**src/rtl/alu_issue.sv**
```systemverilog
// Operand-issue and writeback stage for the 2-bit-opcode ALU.
// Holds a small register file and runs one command at a time: IDLE -> EXEC -> RESP.
module alu_issue #(
    parameter int unsigned DATA_WIDTH = 32,
    parameter int unsigned NUM_REGS   = 8,
    localparam int unsigned ADDR_W    = $clog2(NUM_REGS)
) (
    input  logic                  clk,
    input  logic                  rst_n,
    input  logic                  cmd_valid_i,
    output logic                  cmd_ready_o,
    input  logic [1:0]            cmd_op_i,
    input  logic [ADDR_W-1:0]     cmd_rd_i,
    input  logic [ADDR_W-1:0]     cmd_rs1_i,
    input  logic [ADDR_W-1:0]     cmd_rs2_i,
    input  logic                  wr_en_i,
    input  logic [ADDR_W-1:0]     wr_addr_i,
    input  logic [DATA_WIDTH-1:0] wr_data_i,
    output logic [1:0]            alu_op_o,
    output logic [DATA_WIDTH-1:0] alu_a_o,
    output logic [DATA_WIDTH-1:0] alu_b_o,
    input  logic [DATA_WIDTH-1:0] alu_c_i,
    input  logic                  alu_carry_i,
    output logic                  rsp_valid_o,
    input  logic                  rsp_ready_i,
    output logic [DATA_WIDTH-1:0] rsp_data_o,
    output logic                  rsp_carry_o
);

    typedef enum logic [1:0] {
        IDLE = 2'd0,
        EXEC = 2'd1,
        RESP = 2'd2
    } state_t;

    state_t state_q, state_d;

    logic [1:0]            op_q;
    logic [ADDR_W-1:0]     rd_q;
    logic [ADDR_W-1:0]     rs1_q;
    logic [ADDR_W-1:0]     rs2_q;
    logic [DATA_WIDTH-1:0] rf [NUM_REGS];

    logic                  rsp_valid_q;
    logic [DATA_WIDTH-1:0] rsp_data_q;
    logic                  rsp_carry_q;

    logic accept;
    assign accept = (state_q == IDLE) && cmd_valid_i;

    // State register
    always_ff @(posedge clk or negedge rst_n) begin
        if (!rst_n) begin
            state_q <= IDLE;
        end else begin
            state_q <= state_d;
        end
    end

    // Next state and ALU drive; operands only leave zero during EXEC
    always_comb begin
        state_d     = state_q;
        cmd_ready_o = 1'b0;
        alu_op_o    = 2'b00;
        alu_a_o     = '0;
        alu_b_o     = '0;
        case (state_q)
            IDLE: begin
                cmd_ready_o = 1'b1;
                if (cmd_valid_i) begin
                    state_d = EXEC;
                end
            end
            EXEC: begin
                alu_op_o = op_q;
                alu_a_o  = rf[rs1_q];
                alu_b_o  = rf[rs2_q];
                state_d  = RESP;
            end
            RESP: begin
                if (rsp_ready_i) begin
                    state_d = IDLE;
                end
            end
            default: begin
                state_d = IDLE;
            end
        endcase
    end

    // Command capture; every field is latched on accept
    always_ff @(posedge clk or negedge rst_n) begin
        if (!rst_n) begin
            op_q  <= 2'b00;
            rd_q  <= '0;
            rs1_q <= '0;
            rs2_q <= '0;
        end else if (accept) begin
            op_q  <= cmd_op_i;
            rd_q  <= cmd_rd_i;
            rs1_q <= cmd_rs1_i;
            rs2_q <= cmd_rs2_i;
        end
    end

    // Register file: writeback is ordered last so it wins an address collision
    always_ff @(posedge clk or negedge rst_n) begin
        if (!rst_n) begin
            for (int i = 0; i < NUM_REGS; i++) begin
                rf[i] <= '0;
            end
        end else begin
            if (wr_en_i) begin
                rf[wr_addr_i] <= wr_data_i;
            end
            if (state_q == EXEC) begin
                rf[rd_q] <= alu_c_i;
            end
        end
    end

    // Response registers, held while the consumer stalls
    always_ff @(posedge clk or negedge rst_n) begin
        if (!rst_n) begin
            rsp_valid_q <= 1'b0;
            rsp_data_q  <= '0;
            rsp_carry_q <= 1'b0;
        end else if (state_q == EXEC) begin
            rsp_valid_q <= 1'b1;
            rsp_data_q  <= alu_c_i;
            rsp_carry_q <= alu_carry_i;
        end else if ((state_q == RESP) && rsp_ready_i) begin
            rsp_valid_q <= 1'b0;
        end
    end

    assign rsp_valid_o = rsp_valid_q;
    assign rsp_data_o  = rsp_data_q;
    assign rsp_carry_o = rsp_carry_q;

endmodule

```
**config.mk**
```make
export PLATFORM = sky130hd
export DESIGN_NAME = alu_issue
export DESIGN_NICKNAME = d
export VERILOG_FILES = /design/src/rtl/alu_issue.sv
export SDC_FILE = /design/constraint.sdc
export NUM_CORES = 1
export LEC_CHECK = 0
export ABC_AREA = 0
export CAP_MARGIN = 0
export CORE_UTILIZATION = 40
export CTS_BUF_LIST = sky130_fd_sc_hd__clkbuf_4
export CTS_CLUSTER_SIZE = 40
export DETAILED_ROUTE_END_ITERATION = 10
export HOLD_SLACK_MARGIN = 0.15
export SYNTH_ARGS = -nofsm -noshare
export SYNTH_HDL_FRONTEND = slang
export SYNTH_SLANG_ARGS = --single-unit
```
**constraint.sdc**
```tcl
create_clock -name clk -period 3.5 [get_ports clk]
set_clock_uncertainty 0.2 [all_clocks]
set_input_delay 0.35 -clock clk [delete_from_list [all_inputs] [get_ports clk]]
set_output_delay 0.35 -clock clk [all_outputs]
set_load 0.005 [all_outputs]
```
==> impl_metrics.toml, run 1 <==
[outcome]
status = "completed"

[pwr]
cellPowerDensity_nw_per_um2 = 929
p_int_mw = 14.4
p_seq_frac = 0.301
p_clk_frac = 0.155
leakage_nw = 9.96
vdd_drop_max_v = 0.000467
switching_share = 0.354
p_switching_mw = 7.86
power_mw = 22.2
pwr-share-comb = 0.544

[route]
firstDrtPassIters = 4
drt_iter0_drc = 971
ant_nets = 0
dr_total_vias = 14056
wl_per_cell_um = 24.6
drcViolationCount = 0
viasPerCell = 5.66
wl_um = 61300

[clock_tree]
clock_latency_ns = 0.77
clkTransAtPathRegs_ns = 0.07
clockRootBuffer = "clkbuf_4"
cts_tree = "built"
clockBufferDepth = 3
cts_buffers = 91
cts_htree_levels = 3
cts_sinks = 303

[global_routing]
grt_pass1_vias = 14614
grt.overflow.total = 0
grt_usage = 0.250
antenna_found_initial = 1
grt_max_degree = 79
grt_pass1_wl_um = 93100

[sta]
slew_violations = 0
setup_viol = 0
min_period_ns = 3.43
timing.hold.ws_ns = 0.251
setup_ws_ns = 0.0749
worst_slew_pin_slew_ns = 0.896
hold_viol = 0
fmax_mhz = 292
post-route-period-util = 0.979
rsz0062_at_grt = "true"
slew_headroom = 0.403

[synth]
syn_inst = 1538
syn_nets = 1622
synth_edf_count = 0
yosysUniqueCellTypes = 30
synthArstFlopShare = 1.00
yosysSeqAreaShare = 0.393
yosys_warnings = 0
avgSynthCellArea_um2 = 12.5
synth_ff_type = "dfrtp_1"
ys_ff_latch = 303
netlist_area_um2 = 19300

[critical_path]
rr_startpoint = "state_q[0]$_DFFE_PN0P_"
critPathArrivalTime_ns = 2.88
reg2regPathDepth = 4
required_ns = 2.95
start_kind = "flop"
r2r_end = "rf[31]$_DFF_PN0_"
cp_max_fo = 32
worstSetupPathType = "reg2out"
r2r_setup_slack_ns = 1.11
endpoint_kind = "primary output"

[placed_design]
gp_congestion = 0.781
portBuffers = 184
place_ws_ns = 0.496
dp.cells = 2268
dp_hpwl_um = 34300

[min_path]
min_to = "rf[65]$_DFF_PN0_"
hold_class = "in2reg"
min_path_cells = 2
min-delay-start = "alu_c_i[1]"

[layout]
fill_cells = 4215
stdcell_count = 2485
drive_gt1_frac = 0.543
utilization = 0.502
syn_to_final_growth_pct = 24.1
final_nets = 1889

[die]
die_height_um = 222
die_w_um = 222
num_rows = 80
core_area_um2 = 47600
initial_core_util = 0.405
io-pin-count = 185
die_area_um2 = 49100

[job]
cap_violations = 0
## layer usage
| layer | GRT usage | share of wire | up-vias |
|---|---|---|---|
| met5 | 0 | 0 | - |
| met4 | 0.0930 | 0.027 | 0 |
| met3 | 0.0411 | 0.049 | 101 |
| met2 | 0.394 | 0.46 | 383 |
| met1 | 0.346 | 0.46 | 7250 |
| li1 | - | - | 6322 |
## kinds of logic (layout without fill, tap and decap cells)
| group | after synthesis | after routing | synth area share |
|---|---|---|---|
| buffers and inverters | 126 | 454 | 0.0344 |
| other | 0 | 2 | 0 |
| AO/OA/AOI/OAI | 131 | 131 | 0.0423 |
| multiplexers | 779 | 779 | 0.478 |
| flip-flops | 303 | 303 | 0.393 |
| AND/OR/NAND/NOR | 199 | 201 | 0.0515 |
## sequential cells by signal, indices dropped and copies added, names as in the netlist
name	count
rf	256
rs2_q	3
rsp_carry_o	1
rs1_q	3
rd_q	3
rsp_valid_o	1
rsp_data_o	32
op_q	2
state_q	2
## power groups by stage
stage               clock network, mW  registers, mW  logic, mW
finish                           3.44           6.70       12.1
global route                     3.75           6.93       12.9
CTS                              3.57           6.64       12.0
detailed placement                  0           6.70       11.6
global placement                    0           6.58       11.4
floorplan                           0           6.21       8.20
## worst max-delay path, stage by stage (launching register included)
cell and delay, ns:
dfrtp_4 0.60, buf_12 0.23, mux2_2 0.25, o22ai_1 0.08, nor3_2 0.33, clkdlybuf4s50_1 0.57
## through the flow
stage / TNS [ns] / area (µm²)
floorplan: 0 / 19300
global placement: 0 / 22000
detailed placement: 0 / 22000
CTS: 0 / 23800
global route: -0.00428 / 23900
finish: 0 / 23900
## how the worst max path moves through the flow
stage / startpoint / endpoint / slack [ns]
after floorplan: wr_addr_i[1] / rf[234]$_DFF_PN0_ / 1.47
after global placement: wr_addr_i[1] / rf[16]$_DFF_PN0_ / 0.54
after detailed placement: wr_addr_i[1] / rf[6]$_DFF_PN0_ / 0.50
after CTS: rs1_q[1]$_DFFE_PN0P_ / alu_a_o[25] / 0.01
after global routing: rs1_q[1]$_DFFE_PN0P_ / alu_a_o[25] / -0.003
final: rs1_q[1]$_DFFE_PN0P_ / alu_a_o[27] / 0.07
## cell usage in the layout, fill, tap and decap left out, types with 3 or more instances in the layout
cell type | Yosys | layout
and2_1 | 3 | 3
nand2_2 | 0 | 3
nor3_2 | 0 | 17
dlygate4sd3_1 | 0 | 44
nand4b_4 | 3 | 3
dfrtp_1 | 303 | 299
buf_12 | 0 | 29
inv_2 | 0 | 5
nor3_1 | 64 | 47
mux2_4 | 120 | 120
mux2_2 | 639 | 639
buf_4 | 6 | 35
mux2_1 | 20 | 20
clkbuf_4 | 0 | 132
clkinv_1 | 0 | 17
clkdlybuf4s50_1 | 0 | 183
nand3_2 | 0 | 4
o22ai_1 | 128 | 127
nand2_1 | 105 | 102
nand2b_4 | 0 | 4
## final cells by class
type	count	area [µm²]	share of cell area
multi-input combinational	1111	11200	0.469
sequential	303	7590	0.317
timing repair buffer	297	3220	0.135
clock buffer	132	991	0.0414
tap	615	769	0.0322
clock inverter	24	118	0.00492
antenna	2	5.00	0.000209
inverter	1	3.75	0.000157
## synthesized netlist by cell type, drive strengths merged, types with 2 or more instances
cell type,number,share of area
and4bb,2,0.0013
mux2,779,0.48
nand4,2,0.00097
nand3,4,0.0010
clkbuf,40,0.0079
buf,85,0.026
or2,2,0.00065
dfrtp,303,0.39
nand2,105,0.020
nand4b,3,0.0037
nand2b,6,0.0019
and2,3,0.00097
nor3,64,0.017
nor2b,3,0.0011
a21oi,2,0.00052
o22ai,128,0.042
nor2,2,0.00039
## repair_timing
item / 4_1_cts / 5_1_grt
setup endpoints to repair: 57 / 7
hold endpoints to repair: 346 / 0
gates cloned: 2 / 0
hold buffers: 45 / 0
buffers inserted: 8 / 4
pin swaps: 1 / 1
resized for setup: 21 / 6
No activity file was read; power rests on OpenSTA's default activity.
==> run 2: changes to the inputs <==
- CORE_UTILIZATION: 40 -> 60
- PLACE_DENSITY: not set -> 0.83
==> impl_metrics.toml, run 2 (synthesis gave the netlist of run 1 again) <==
[placed_design]
gp_congestion = 0.813
dp.cells = 2047
dp_hpwl_um = 31900
portBuffers = 184

[die]
die_area_um2 = 32800
die_height_um = 181
core_area_um2 = 31600
num_rows = 65
io-pin-count = 185
die_w_um = 181
initial_core_util = 0.611

[clock_tree]
cts_buffers = 86
cts_htree_levels = 3
cts_sinks = 303
cts_tree = "built"
clkTransAtPathRegs_ns = 0.08
clock_latency_ns = 0.70
clockBufferDepth = 3
clockRootBuffer = "clkbuf_4"

[route]
dr_total_vias = 14406
ant_nets = 0
firstDrtPassIters = 7
wl_um = 56200
drt_iter0_drc = 1104
wl_per_cell_um = 25.2
viasPerCell = 6.47
drcViolationCount = 0

[pwr]
power_mw = 22.0
cellPowerDensity_nw_per_um2 = 953
vdd_drop_max_v = 0.000719
leakage_nw = 9.70

[min_path]
min-delay-start = "alu_c_i[15]"
hold_class = "in2reg"
min_path_cells = 3

[global_routing]
grt.overflow.total = 0
grt_pass1_vias = 15337
antenna_found_initial = 2
grt_pass1_wl_um = 87300
grt_max_degree = 69
grt_usage = 0.343

[critical_path]
endpoint_kind = "primary output"
rr_startpoint = "state_q[0]$_DFFE_PN0P_"
reg2regPathDepth = 5
worstSetupPathType = "reg2out"
critPathArrivalTime_ns = 2.90
required_ns = 2.95
start_kind = "flop"
cp_max_fo = 41
critPathLaunch = "rs1_q[1]$_DFFE_PN0P_"

[sta]
slew_headroom = 0.327
worst_slew_pin_slew_ns = 1.01
slew_violations = 0
fmax_mhz = 290
fin_tns_setup_ns = 0
rsz0062_at_grt = "false"
post-route-period-util = 0.986
min_period_ns = 3.45
setup_viol = 0
hold_viol = 0
timing.hold.ws_ns = 0.197

[job]
cap_violations = 0

[layout]
multi_input_area_um2 = 11100
utilization = 0.730
seq_area_um2 = 7590
syn_to_final_growth_pct = 19.5
largest_reg_flops = 256
final_nets = 1842
final_cell_mix = "639 x mux2_2, 301 x dfrtp_1, 183 x clkdlybuf4s50_1"
final_common_cell = "mux2_2"
largest-register = "rf"
stdcell_count = 2228
fill_cells = 2095
drive_gt1_frac = 0.539

[outcome]
status = "completed"
run 2: cell types whose count changed in the layout (fill, tap and decap cells not counted), moves of 2 or more:
cell and delta:
dfrtp_1 +2, nand2b_4 -3, dfrtp_2 -2, nand2b_1 +3, buf_12 -15, buf_4 +2, nor3_2 -12, dlygate4sd3_1 -29
nor3_1 +12, inv_2 -3
run 2: worst max-delay path: stages, from the launching register on:
cell	delay (ns)
dfrtp_4	0.60
buf_12	0.29
mux2_2	0.21
o22ai_1	0.07
nor3_1	0.40
clkdlybuf4s50_1	0.59
run 2: area by class of cell:
type | instances | area share
Antenna cell | 2 | 0.000217
Clock buffer | 132 | 0.0430
Clock inverter | 22 | 0.00597
Inverter | 1 | 0.000163
Multi-Input combinational cell | 1110 | 0.483
Sequential cell | 303 | 0.329
Tap cell | 402 | 0.0218
Timing Repair Buffer | 256 | 0.117
run 2: what timing repair did:
item | in CTS | in global routing
buffers inserted | 1 | 6
hold endpoints to repair | 317 | 0
cloned | 0 | 2
gates resized for setup | 2 | 9
hold buffers | 16 | 0
setup endpoints to repair | 25 | 39
run 2: worst paths after layout:
kind	slack (ns)	end
max	0.05	alu_a_o[1]
min	0.20	rsp_data_o[15]$_DFFE_PN0P_
max reg2reg	0.60	rf[213]$_DFF_PN0_
min reg2reg	0.27	rsp_data_o[2]$_DFFE_PN0P_
max in group asynchronous	2.03	rf[216]$_DFF_PN0_
min in group asynchronous	0.64	rsp_data_o[7]$_DFFE_PN0P_
run 2: per-layer routing:
| metal | up-vias | track usage | wire (µm) |
|---|---|---|---|
| met5 | - | 0 | 0 |
| met4 | 0 | 0.162 | 1940 |
| met3 | 154 | 0.0570 | 3840 |
| met2 | 668 | 0.555 | 27000 |
| met1 | 7375 | 0.449 | 23400 |
| li1 | 6209 | - | - |
run 2: power breakdown:
group	internal [mW]	switching, mW	total, mW	leakage, nW
clock network	1.86	1.59	3.45	0.677
registers	5.31	1.44	6.75	3.55
logic	7.04	4.72	11.8	5.47
run 2: per-stage QoR:
stage                     setup slack (ns)  instance area (µm²)
after floorplan                       1.47                19300
after global placement               0.383                21600
after detailed placement             0.292                21600
after CTS                          0.00184                22900
after global routing               0.00836                23000
final                               0.0489                23000
==> run 3: changes to the inputs <==
- CAP_MARGIN: 0 -> 5
==> results of run 3 <==
The final DEF is identical to that of run 2; final timing and power are the same.
